`src/rtl/moore_seq_pkg.sv`:
```
// Shared types and elaboration-time helpers for the parametrised Moore pattern detector.
// next_state() implements the KMP-style prefix fallback used to build the transition table.
package moore_seq_pkg;

    localparam int unsigned ST_IDLE = 0;
    localparam int unsigned MAX_LEN = 16;

    function automatic int unsigned state_w(input int unsigned len);
        int unsigned w;
        w = 1;
        for (int unsigned i = 1; i < 6; i++) begin
            if ((32'd1 << w) < len + 1) w = w + 1;
        end
        return w;
    endfunction

    // Pattern bit i counted from the first bit received (MSB of the pattern).
    function automatic logic pat_bit(input logic [15:0] pattern, input int unsigned len,
                                     input int unsigned i);
        logic [15:0] t;
        t = pattern >> (len - 1 - i);
        return t[0];
    endfunction

    function automatic int unsigned next_state(input int unsigned ps, input logic b,
                                               input logic [15:0] pattern, input int unsigned len,
                                               input bit overlap);
        logic        h [32];
        int unsigned m;
        int unsigned best;
        bit          ok;
        if (ps > len) return ST_IDLE;
        if (ps == len && !overlap) return (b == pat_bit(pattern, len, 0)) ? 1 : 0;
        for (int unsigned i = 0; i < 32; i++) h[5'(i)] = 1'b0;
        // History is the matched prefix followed by the new bit; find its longest
        // suffix that is also a pattern prefix, capped at len (proper border after a match).
        m = ps + 1;
        for (int unsigned i = 0; i < 17; i++) begin
            if (i < ps)       h[5'(i)] = pat_bit(pattern, len, i);
            else if (i == ps) h[5'(i)] = b;
        end
        best = 0;
        for (int unsigned k = 1; k <= MAX_LEN; k++) begin
            if (k <= m && k <= len) begin
                ok = 1'b1;
                for (int unsigned j = 0; j < MAX_LEN; j++) begin
                    if (j < k && h[5'(m - k + j)] != pat_bit(pattern, len, j)) ok = 1'b0;
                end
                if (ok) best = k;
            end
        end
        return best;
    endfunction

endpackage

```
`src/rtl/sat_counter.sv`:
```
// Saturating up-counter with synchronous clear; holds at all-ones instead of wrapping.
module sat_counter #(
    parameter int unsigned W = 8
) (
    input  logic         clk,
    input  logic         reset_n,
    input  logic         clr,
    input  logic         inc,
    output logic [W-1:0] q
);

    logic [W-1:0] cnt_q;
    logic [W-1:0] cnt_d;

    always_comb begin
        cnt_d = cnt_q;
        if (clr) begin
            cnt_d = '0;
        end else if (inc && cnt_q != '1) begin
            cnt_d = cnt_q + 1'b1;
        end
    end

    always_ff @(posedge clk or negedge reset_n) begin
        if (!reset_n) cnt_q <= '0;
        else          cnt_q <= cnt_d;
    end

    assign q = cnt_q;

endmodule

```
`src/rtl/moore_seq_detector.sv`:
```
// Parametrised Moore serial pattern detector; state = number of pattern prefix bits matched.
// Define MATCH_COUNT_EN to add the saturating match_cnt output.
module moore_seq_detector
    import moore_seq_pkg::*;
#(
    parameter int unsigned        PAT_LEN = 4,
    parameter logic [PAT_LEN-1:0] PATTERN = 4'b1100,
    parameter bit                 OVERLAP = 1'b1,
    parameter int unsigned        CNT_W   = 8
) (
    input  logic             clk,
    input  logic             reset_n,
    input  logic             en,
    input  logic             clr,
    input  logic             din,
    output logic             z
`ifdef MATCH_COUNT_EN
    ,
    output logic [CNT_W-1:0] match_cnt
`endif
);

    localparam int unsigned SW     = state_w(PAT_LEN);
    localparam int unsigned NUM_ST = 1 << SW;

    typedef logic [SW-1:0] state_t;

    localparam state_t ST_RESET = state_t'(ST_IDLE);
    localparam state_t ST_MATCH = state_t'(PAT_LEN);

    if (PAT_LEN < 2 || PAT_LEN > MAX_LEN) begin : g_bad_len
        $error("moore_seq_detector: PAT_LEN must be 2..16");
    end
    if (CNT_W == 0) begin : g_bad_cnt_w
        $error("moore_seq_detector: CNT_W must be nonzero");
    end

    // Full table over every encodable state; codes above PAT_LEN map to idle.
    state_t ns_tbl [NUM_ST][2];

    for (genvar s = 0; s < NUM_ST; s++) begin : g_st
        for (genvar bv = 0; bv < 2; bv++) begin : g_b
            localparam state_t NS = state_t'(next_state(s, 1'(bv), 16'(PATTERN), PAT_LEN, OVERLAP));
            assign ns_tbl[s][bv] = NS;
        end
    end

    state_t ps_q;
    state_t ps_d;
    logic   z_q;
    logic   z_d;

    // z is registered from the next state, so it always equals the decode of ps_q.
    always_comb begin
        ps_d = ps_q;
        z_d  = z_q;
        if (clr) begin
            ps_d = ST_RESET;
            z_d  = 1'b0;
        end else if (en) begin
            ps_d = ns_tbl[ps_q][din];
            z_d  = (ps_d == ST_MATCH);
        end
    end

    always_ff @(posedge clk or negedge reset_n) begin
        if (!reset_n) begin
            ps_q <= ST_RESET;
            z_q  <= 1'b0;
        end else begin
            ps_q <= ps_d;
            z_q  <= z_d;
        end
    end

    assign z = z_q;

`ifdef MATCH_COUNT_EN
    logic cnt_inc;

    assign cnt_inc = en && !clr && (ps_d == ST_MATCH);

    sat_counter #(
        .W(CNT_W)
    ) u_match_cnt (
        .clk    (clk),
        .reset_n(reset_n),
        .clr    (clr),
        .inc    (cnt_inc),
        .q      (match_cnt)
    );
`endif

endmodule
```
`config.mk`:
```
export PLATFORM = sky130hd
export DESIGN_NAME = moore_seq_detector
export DESIGN_NICKNAME = d
export VERILOG_FILES = /design/src/rtl/moore_seq_pkg.sv /design/src/rtl/sat_counter.sv /design/src/rtl/moore_seq_detector.sv
export SDC_FILE = /design/constraint.sdc
export NUM_CORES = 1
export LEC_CHECK = 0
export CORE_AREA = 8 8 45 47
export DETAILED_ROUTE_END_ITERATION = 10
export DIE_AREA = 0 0 53 55
export DONT_BUFFER_PORTS = 1
export PLACE_DENSITY = 0.38
export SLEW_MARGIN = 10
export SYNTH_ARGS = -nofsm -noshare
export SYNTH_HDL_FRONTEND = slang
export SYNTH_SLANG_ARGS = --single-unit
```
`constraint.sdc`:
```
create_clock -name clk -period 1.8 [get_ports clk]
set_input_delay 0.36 -clock clk [delete_from_list [all_inputs] [get_ports clk]]
set_output_delay 0.36 -clock clk [all_outputs]
set_load 0.02 [all_outputs]
```
# After elaboration in Yosys (flattened, before gate mapping)
# Memory sizes are Yosys's and may differ from the RTL's.
# Cells that the tools add are included.
[word_totals]
register_bits = 4
mem_bits_ro = 48
elab_cells = 18
n_memories = 1
[op_classes]
magnitude_cmp = 2
n_eq_ne = 1
n_mux = 9
bitwise_logic = 2
reduce_logical = 1
[memory_table]
columns = ["memory", "words", "width", "rd", "rd_clocked_by_memory_dff", "write_ports", "line", "source"]
rows = [
  ["(name not given)", 8, 6, 1, 0, 0, "moore_seq_detector.sv:61", "ps_d = ns_tbl[ps_q][din];"],
]
[ops]
columns = ["operator", "count"]
rows = [
  ["$mux 3", 5],
  ["$mux 6", 2],
  ["$ge 4x4->1 const B", 1],
  ["$not 3->4", 1],
  ["$eq 3x3->1 const B", 1],
  ["$ge 2x2->1 const B", 1],
  ["$mux 1", 2],
  ["$not 1->2", 1],
  ["$reduce_bool 2->1", 1],
]

# Longest topological paths before layout
# Gate-level depths: netlist (run 1).
[depth]
ltp_word = 10
depth_mapped = 5
mapped_depth_nobuf = 5

# Worst setup path after synthesis (run 1)
# No wires, ideal clock.
[synth_path]
kind = "reg2reg"
from = "reg ps_q[0]"
to = "reg ps_q[0]"
setup_time_ps = 94
arrival_time_ps = 1202
t_required_ps = 1706
slack_ps = 504
path_stages_with_launch = 6
n_path_buf = 0
synth_period_minus_slack_ps = 1296
cell_sequence = "dfrtp_1 > inv_1 > ha_1 > nand2b_1 > a21o_1 > a221oi_2"
[synth_via]
elab_chain_cells = 9
[synth_rtl]
columns = ["item", "line", "source"]
rows = [
  ["start: declaration", "moore_seq_detector.sv:48", "state_t ps_q;"],
  ["start signal: assignment", "moore_seq_detector.sv:71", "ps_q <= ps_d;"],
  ["$not 3->4 (not written as such)", "moore_seq_detector.sv:61", ""],
  ["$mem_v2 8x6", "--", ""],
  ["$mux 6 (not written as such) (2 in a row)", "moore_seq_detector.sv:61", ""],
  ["$mux 3 (not written as such) (3 in a row)", "moore_seq_detector.sv:61", ""],
  ["$mux 3", "moore_seq_detector.sv:60", "end else if (en) begin"],
  ["$mux 3", "moore_seq_detector.sv:57", "if (clr) begin"],
]
# No other way between the ends. The select of a mux whose other input is x is not followed.
# A chain may end at the register's enable or synchronous reset.

# Worst setup path after layout (run 1)
# Ends and elaborated chain as after synthesis.

==> results.yml, run 1 <==
drt:
  drtAntennaViolNets: 0
  firstDrtPassIters: 4
  via_count: 196
  routedWlPerCell_um: 11.9
  viasPerCell: 4.36
  drc_errors: 0
  routed_wl_um: 535
  drt_iter0_markers: 5
critical_path:
  required_ns: 1.93
  arrival_ns: 1.53
  end_kind: "register"
  path_delay_family: "compound AO/OA/AOI/OAI gates"
  crit_fanout: 3
  cp_cell_sequence: "inv_1, ha_1, nand2b_1, a21o_1, a221oi_2"
  crit_slowest_cell: "dfrtp_1"
  crit_type: "reg -> reg"
  critPathMaxStageDelay_ns: 0.37
  path_buf_inv: 1
  worstSetupStartpointType: "register"
pwr:
  ir_drop_v: 0.000269
  p_leak_nw: 0.146
  powerDensity_nw_per_um2: 723
cts:
  cts_hold_buf: 1
  cts_made_buffers: 3
  h-tree-depth: 1
  clock-sinks: 4
  clock_path_buffers: 2
  cts_tree: "built"
  cts-resized-gates: 0
  clk_pin_slew_ns: 0.03
  clockRootBuffer: "clkbuf_4"
  worstSkewPairLatency_ns: 0.23
  post_cts_buffers: 0
floorplanning:
  rows: 14
  ioPinCount: 6
  dieWidth_um: 53
  die_height_um: 55
  start_util: 0.190
  coreArea_um2: 1380
  die_area_um2: 2920
sta:
  finalHoldViolations: 0
  rsz0062_at_grt: "no"
  fin_worst_skew_ns: 0.000721
  setup_ws_ns: 0.407
  drv_slew: 0
  max_freq_mhz: 718
  finalCritPeriodShare: 0.774
  tns_ns: 0
  fin_crit_ns: 1.39
  setup_viol: 0
  relSlewSlack: 0.839
  tightest_slew_ns: 0.238
final_layout:
  nNetsFinal: 39
  diodes: 0
  final_layout_size_suffix_gt1_frac: 0.207
  nFillCells: 149
  utilization: 0.228
  fin_cells: 45
  area_growth_pct: 20.0
logic_synthesis:
  ys_async_sr_fraction: 1.00
  avgSynthCellArea_um2: 10.5
  synth_fp_nets: 33
  ys_ff_latch: 4
  ys_seq_area_frac: 0.381
  synth_top_area_share: 0.381
  synth_area_leaders: "dfrtp_1 (38%), ha_1 (14%), a221oi_2 (5.7%)"
  synth_area_um2: 263
  yosys_warnings: 0
  synth_commonest_cells: "dfrtp_1 (4), ha_1 (3), inv_1 (3), nor2_1 (3), nand2b_1 (2)"
  yosysTopAreaCell: "dfrtp_1"
  ys.flop_type: "dfrtp_1"
  yosysUniqueCellTypes: 15
  synth-edff-count: 0
  syn_inst: 25
  yosys.cell_count.top_type: "dfrtp_1"
global_routing:
  grt_first_pass_wirelength_um: 876
  gr-usage-all-layers: 0.0427
  grt.overflow.total: 0
  grt_max_degree: 7
  antenna_found_initial: 0
  grt_pass1_vias: 224
placement:
  dp_cells: 41
  numPortBuffers: 0
  dpl.hpwl_um: 431
  routabilityCongestion: 0.817
  place_ws_ns: 0.404
run:
  cap_violations: 0
outcome:
  status: "finished clean"
hold_path:
  hp-class: "in -> reg"
## sequential cells by signal (all words and copies together), names as in the netlist
register and flops:
ps_q 3, z 1
## cells by family after synthesis
| family | count (synthesis) | share of synthesized area |
|---|---|---|
| multiplexers | 2 | 0.0810 |
| buffers and inverters | 3 | 0.0429 |
| AND/OR/NAND/NOR | 8 | 0.195 |
| AO/OA/AOI/OAI | 5 | 0.157 |
| flip-flops | 4 | 0.381 |
| adder cells (fa/ha/maj) | 3 | 0.143 |
## worst register-to-register path, delay by kind of cell (launching register included)
family / cells / cell delay [ns]
compound gates: 2 / 0.43
flops: 1 / 0.37
fa+ha+maj: 1 / 0.25
simple gates: 1 / 0.14
buf+inv: 1 / 0.11
## metal layers
layer	vias to the layer above	part of all wire	routed length, um	GRT usage
met1	93	0.38	203	0.0429
met4	0	0	0	0.0517
met3	0	0.13	68	0.0160
li1	96	-	-	-
met5	-	0	0	0
met2	7	0.49	264	0.0625
## cells in the final DEF (no fill, tap or decap), drive strengths merged
master,count
a21o,1
a21oi,1
a221oi,1
a22oi,1
a31oi,1
and4bb,1
clkbuf,3
dfrtp,4
dlygate4sd3,1
ha,3
inv,3
mux2,1
mux2i,1
nand2b,2
nor2,3
nor2b,1
nor4b,1
## power by group
| group | switching (mW) | internal, mW | total [mW] |
|---|---|---|---|
| Clock | 0.0330 | 0.0743 | 0.107 |
| Sequential | 0.00204 | 0.0931 | 0.0951 |
| Combinational | 0.0120 | 0.0134 | 0.0254 |
## area by class of cell
cell class / count / area (um^2) / share of cell area
Multi-Input combinational cell: 18 / 151 / 0.480
Tap cell: 16 / 20.0 / 0.0635
Inverter: 3 / 11.3 / 0.0357
Timing Repair Buffer: 1 / 10.0 / 0.0317
Sequential cell: 4 / 100 / 0.317
Clock buffer: 3 / 22.5 / 0.0714
## final timing paths
check / depth (start not counted) / slack (ns) / from / end
max: 5 / 0.41 / ps_q[0] / ps_q[0]
min: 1 / 0.19 / clr / ps_q[0]
max reg2reg: 5 / 0.41 / ps_q[0] / ps_q[0]
min reg2reg: 2 / 0.60 / ps_q[0] / ps_q[0]
max in group asynchronous: 1 / 1.24 / reset_n / ps_q[0]
min in group asynchronous: 1 / 0.40 / reset_n / z
## per-stage QoR
step | area [um^2] | hold slack (ns) | total power, mW
after floorplan | 263 | 0.0644 | 0.115
after global placement | 283 | 0.0645 | 0.119
after detailed placement | 283 | 0.0645 | 0.118
after CTS | 315 | 0.179 | 0.236
after global routing | 315 | 0.182 | 0.240
final | 315 | 0.190 | 0.228
(Power assumes the default switching activity.)
==> run 2: changes to the inputs <==
ABC_AREA = 1   (was default)
clock period = 1.4 ns   (was 1.8 ns; I/O delays follow)
==> run 2 against run 1 <==
Cell count is 22% higher; highest routed layer is now met4; total power rose by 27%; die area unchanged; core utilization rose by 0.18 points; via count is 5.6% higher; critical endpoint is now ps_q[1].
==> results.yml, run 2 <==
critical_path:
  arrival_ns: 1.30
  crit_fanout: 3
  crit_top_cell: "nand2_1"
  path_delay_family: "flip-flops"
  startpoint: "ps_q[0]"
  required_ns: 1.57
  reg2reg_from: "ps_q[0]"
  critPathMaxStageDelay_ns: 0.36
  worstSetupStartpointType: "register"
  path_buf_inv: 1
  end_kind: "register"
  cp_cell_sequence: "inv_1, ha_1, nand2_2, o21ai_0, nand2_1, nand2_1"
  crit_type: "reg -> reg"
  crit_slowest_cell: "dfrtp_1"
placement:
  numPortBuffers: 0
  routabilityCongestion: 0.670
  dpl.hpwl_um: 414
final_layout:
  regMostFlops: "ps_q"
  layout_common_cells: "nand2_1 (12), inv_1 (6), dfrtp_1 (4), ha_1 (3), clkbuf_4 (3)"
  area_growth_pct: 19.8
  nNetsFinal: 49
  largest_reg_flops: 3
  diodes: 0
  utilization: 0.230
  final_common_cell: "nand2_1"
  final_layout_size_suffix_gt1_frac: 0.179
cts:
  post_cts_buffers: 0
  cts_made_buffers: 3
  cts_tree: "built"
  cts-resized-gates: 0
  clk_pin_slew_ns: 0.03
  h-tree-depth: 1
  worstSkewPairLatency_ns: 0.23
  clock_path_buffers: 2
  cts_hold_buf: 1
  clock-sinks: 4
  clockRootBuffer: "clkbuf_4"
logic_synthesis:
  ys_async_sr_fraction: 1.00
  synth_area_leaders: "dfrtp_1 (38%), nand2_1 (17%), ha_1 (14%)"
  yosys.cell_count.top_type: "nand2_1"
  yosys_warnings: 0
  synth_fp_nets: 43
  synth_top_area_share: 0.377
  ys_seq_area_frac: 0.377
  synth-edff-count: 0
  syn_inst: 35
  synth_commonest_cells: "nand2_1 (12), inv_1 (6), dfrtp_1 (4), ha_1 (3)"
  ys_ff_latch: 4
  yosysTopAreaCell: "dfrtp_1"
  synth_area_um2: 265
  ys.flop_type: "dfrtp_1"
  avgSynthCellArea_um2: 7.58
  yosysUniqueCellTypes: 12
floorplanning:
  start_util: 0.192
  rows: 14
  dieWidth_um: 53
  ioPinCount: 6
  coreArea_um2: 1380
  die_area_um2: 2920
  die_height_um: 55
sta:
  relSlewSlack: 0.838
  drv_slew: 0
  max_freq_mhz: 878
  finalHoldViolations: 0
  tns_ns: 0
  tightest_slew_ns: 0.242
  setup_viol: 0
  fin_worst_skew_ns: 0.00205
  finalCritPeriodShare: 0.814
  fin_crit_ns: 1.14
  rsz0062_at_grt: "no"
drt:
  routed_wl_um: 476
  via_count: 207
  routedWlPerCell_um: 8.65
  drc_errors: 0
  viasPerCell: 3.76
  drtAntennaViolNets: 0
  drt_iter0_markers: 2
  firstDrtPassIters: 2
global_routing:
  grt.overflow.total: 0
  gr-usage-all-layers: 0.0422
  grt_max_degree: 5
  grt_pass1_vias: 217
  grt_first_pass_wirelength_um: 841
  antenna_found_initial: 0
hold_path:
  hp-class: "in -> reg"
  min-delay-start: "clr"
pwr:
  power_mw: 0.289
  powerDensity_nw_per_um2: 908
  p_leak_nw: 0.173
  ir_drop_v: 0.000315
outcome:
  status: "finished clean"
run:
  cap_violations: 0
run 2: cell types whose count changed in the layout (fill, tap and decap cells not counted), moves of 2 or more:
cell	previous run	this run
nand2_1	0	12
inv_1	3	6
nand2b_1	2	0
nand3_1	0	2
run 2: area by class of cell:
type / instances / area [um^2]
Clock buffer: 3 / 22.5
Timing Repair Buffer: 1 / 10.0
Fill cell: 162 / 1070
Tap cell: 16 / 20.0
Sequential cell: 4 / 100
Multi-Input combinational cell: 24 / 139
Inverter: 7 / 26.3
run 2: cells by family after synthesis:
logic type,Yosys count,synth area share
fa+ha+maj,3,0.142
flops,4,0.377
compound gates,1,0.0188
simple gates,20,0.363
buf+inv,7,0.0990
run 2: report_power, final:
group	total, mW	switching [mW]	internal [mW]
Sequential	0.122	0.00266	0.119
Combinational	0.0290	0.0173	0.0116
Clock	0.138	0.0422	0.0955
Total	0.289	0.0622	0.226
run 2: worst paths after layout:
check                          end  slack (ns)  cells after the start
setup / recovery           ps_q[1]        0.26                      6
hold / removal             ps_q[1]        0.22                      3
setup reg to reg           ps_q[1]        0.26                      6
hold reg to reg            ps_q[0]        0.52                      2
max in group asynchronous  ps_q[0]        0.92                      1
min in group asynchronous        z        0.32                      1
run 2: layer usage:
layer  GRT usage  vias to the layer above  wire [um]
li1            -                      115          -
met1      0.0429                       86        219
met2      0.0586                        4        213
met3      0.0187                        2         27
met4      0.0517                        0         16
met5           0                        -          0
run 2: stage by stage:
step | setup slack [ns] | hold WS [ns] | cells | cell area, um^2
final | 0.260 | 0.220 | 55 | 318
after global routing | 0.142 | 0.225 | 55 | 318
after CTS | 0.253 | 0.215 | 55 | 318
after detailed placement | 0.264 | -0.0155 | 51 | 285
after global placement | 0.249 | -0.0155 | 51 | 285
after floorplan | 0.376 | -0.0156 | 35 | 265
run 2: worst register-to-register path: cells and delay by family, from the launching register on:
family / cells / cell delay [ns]
flip-flops: 1 / 0.36
adder cells (fa/ha/maj): 1 / 0.29
AND/OR/NAND/NOR: 3 / 0.19
AO/OA/AOI/OAI: 1 / 0.16
buffers and inverters: 1 / 0.07
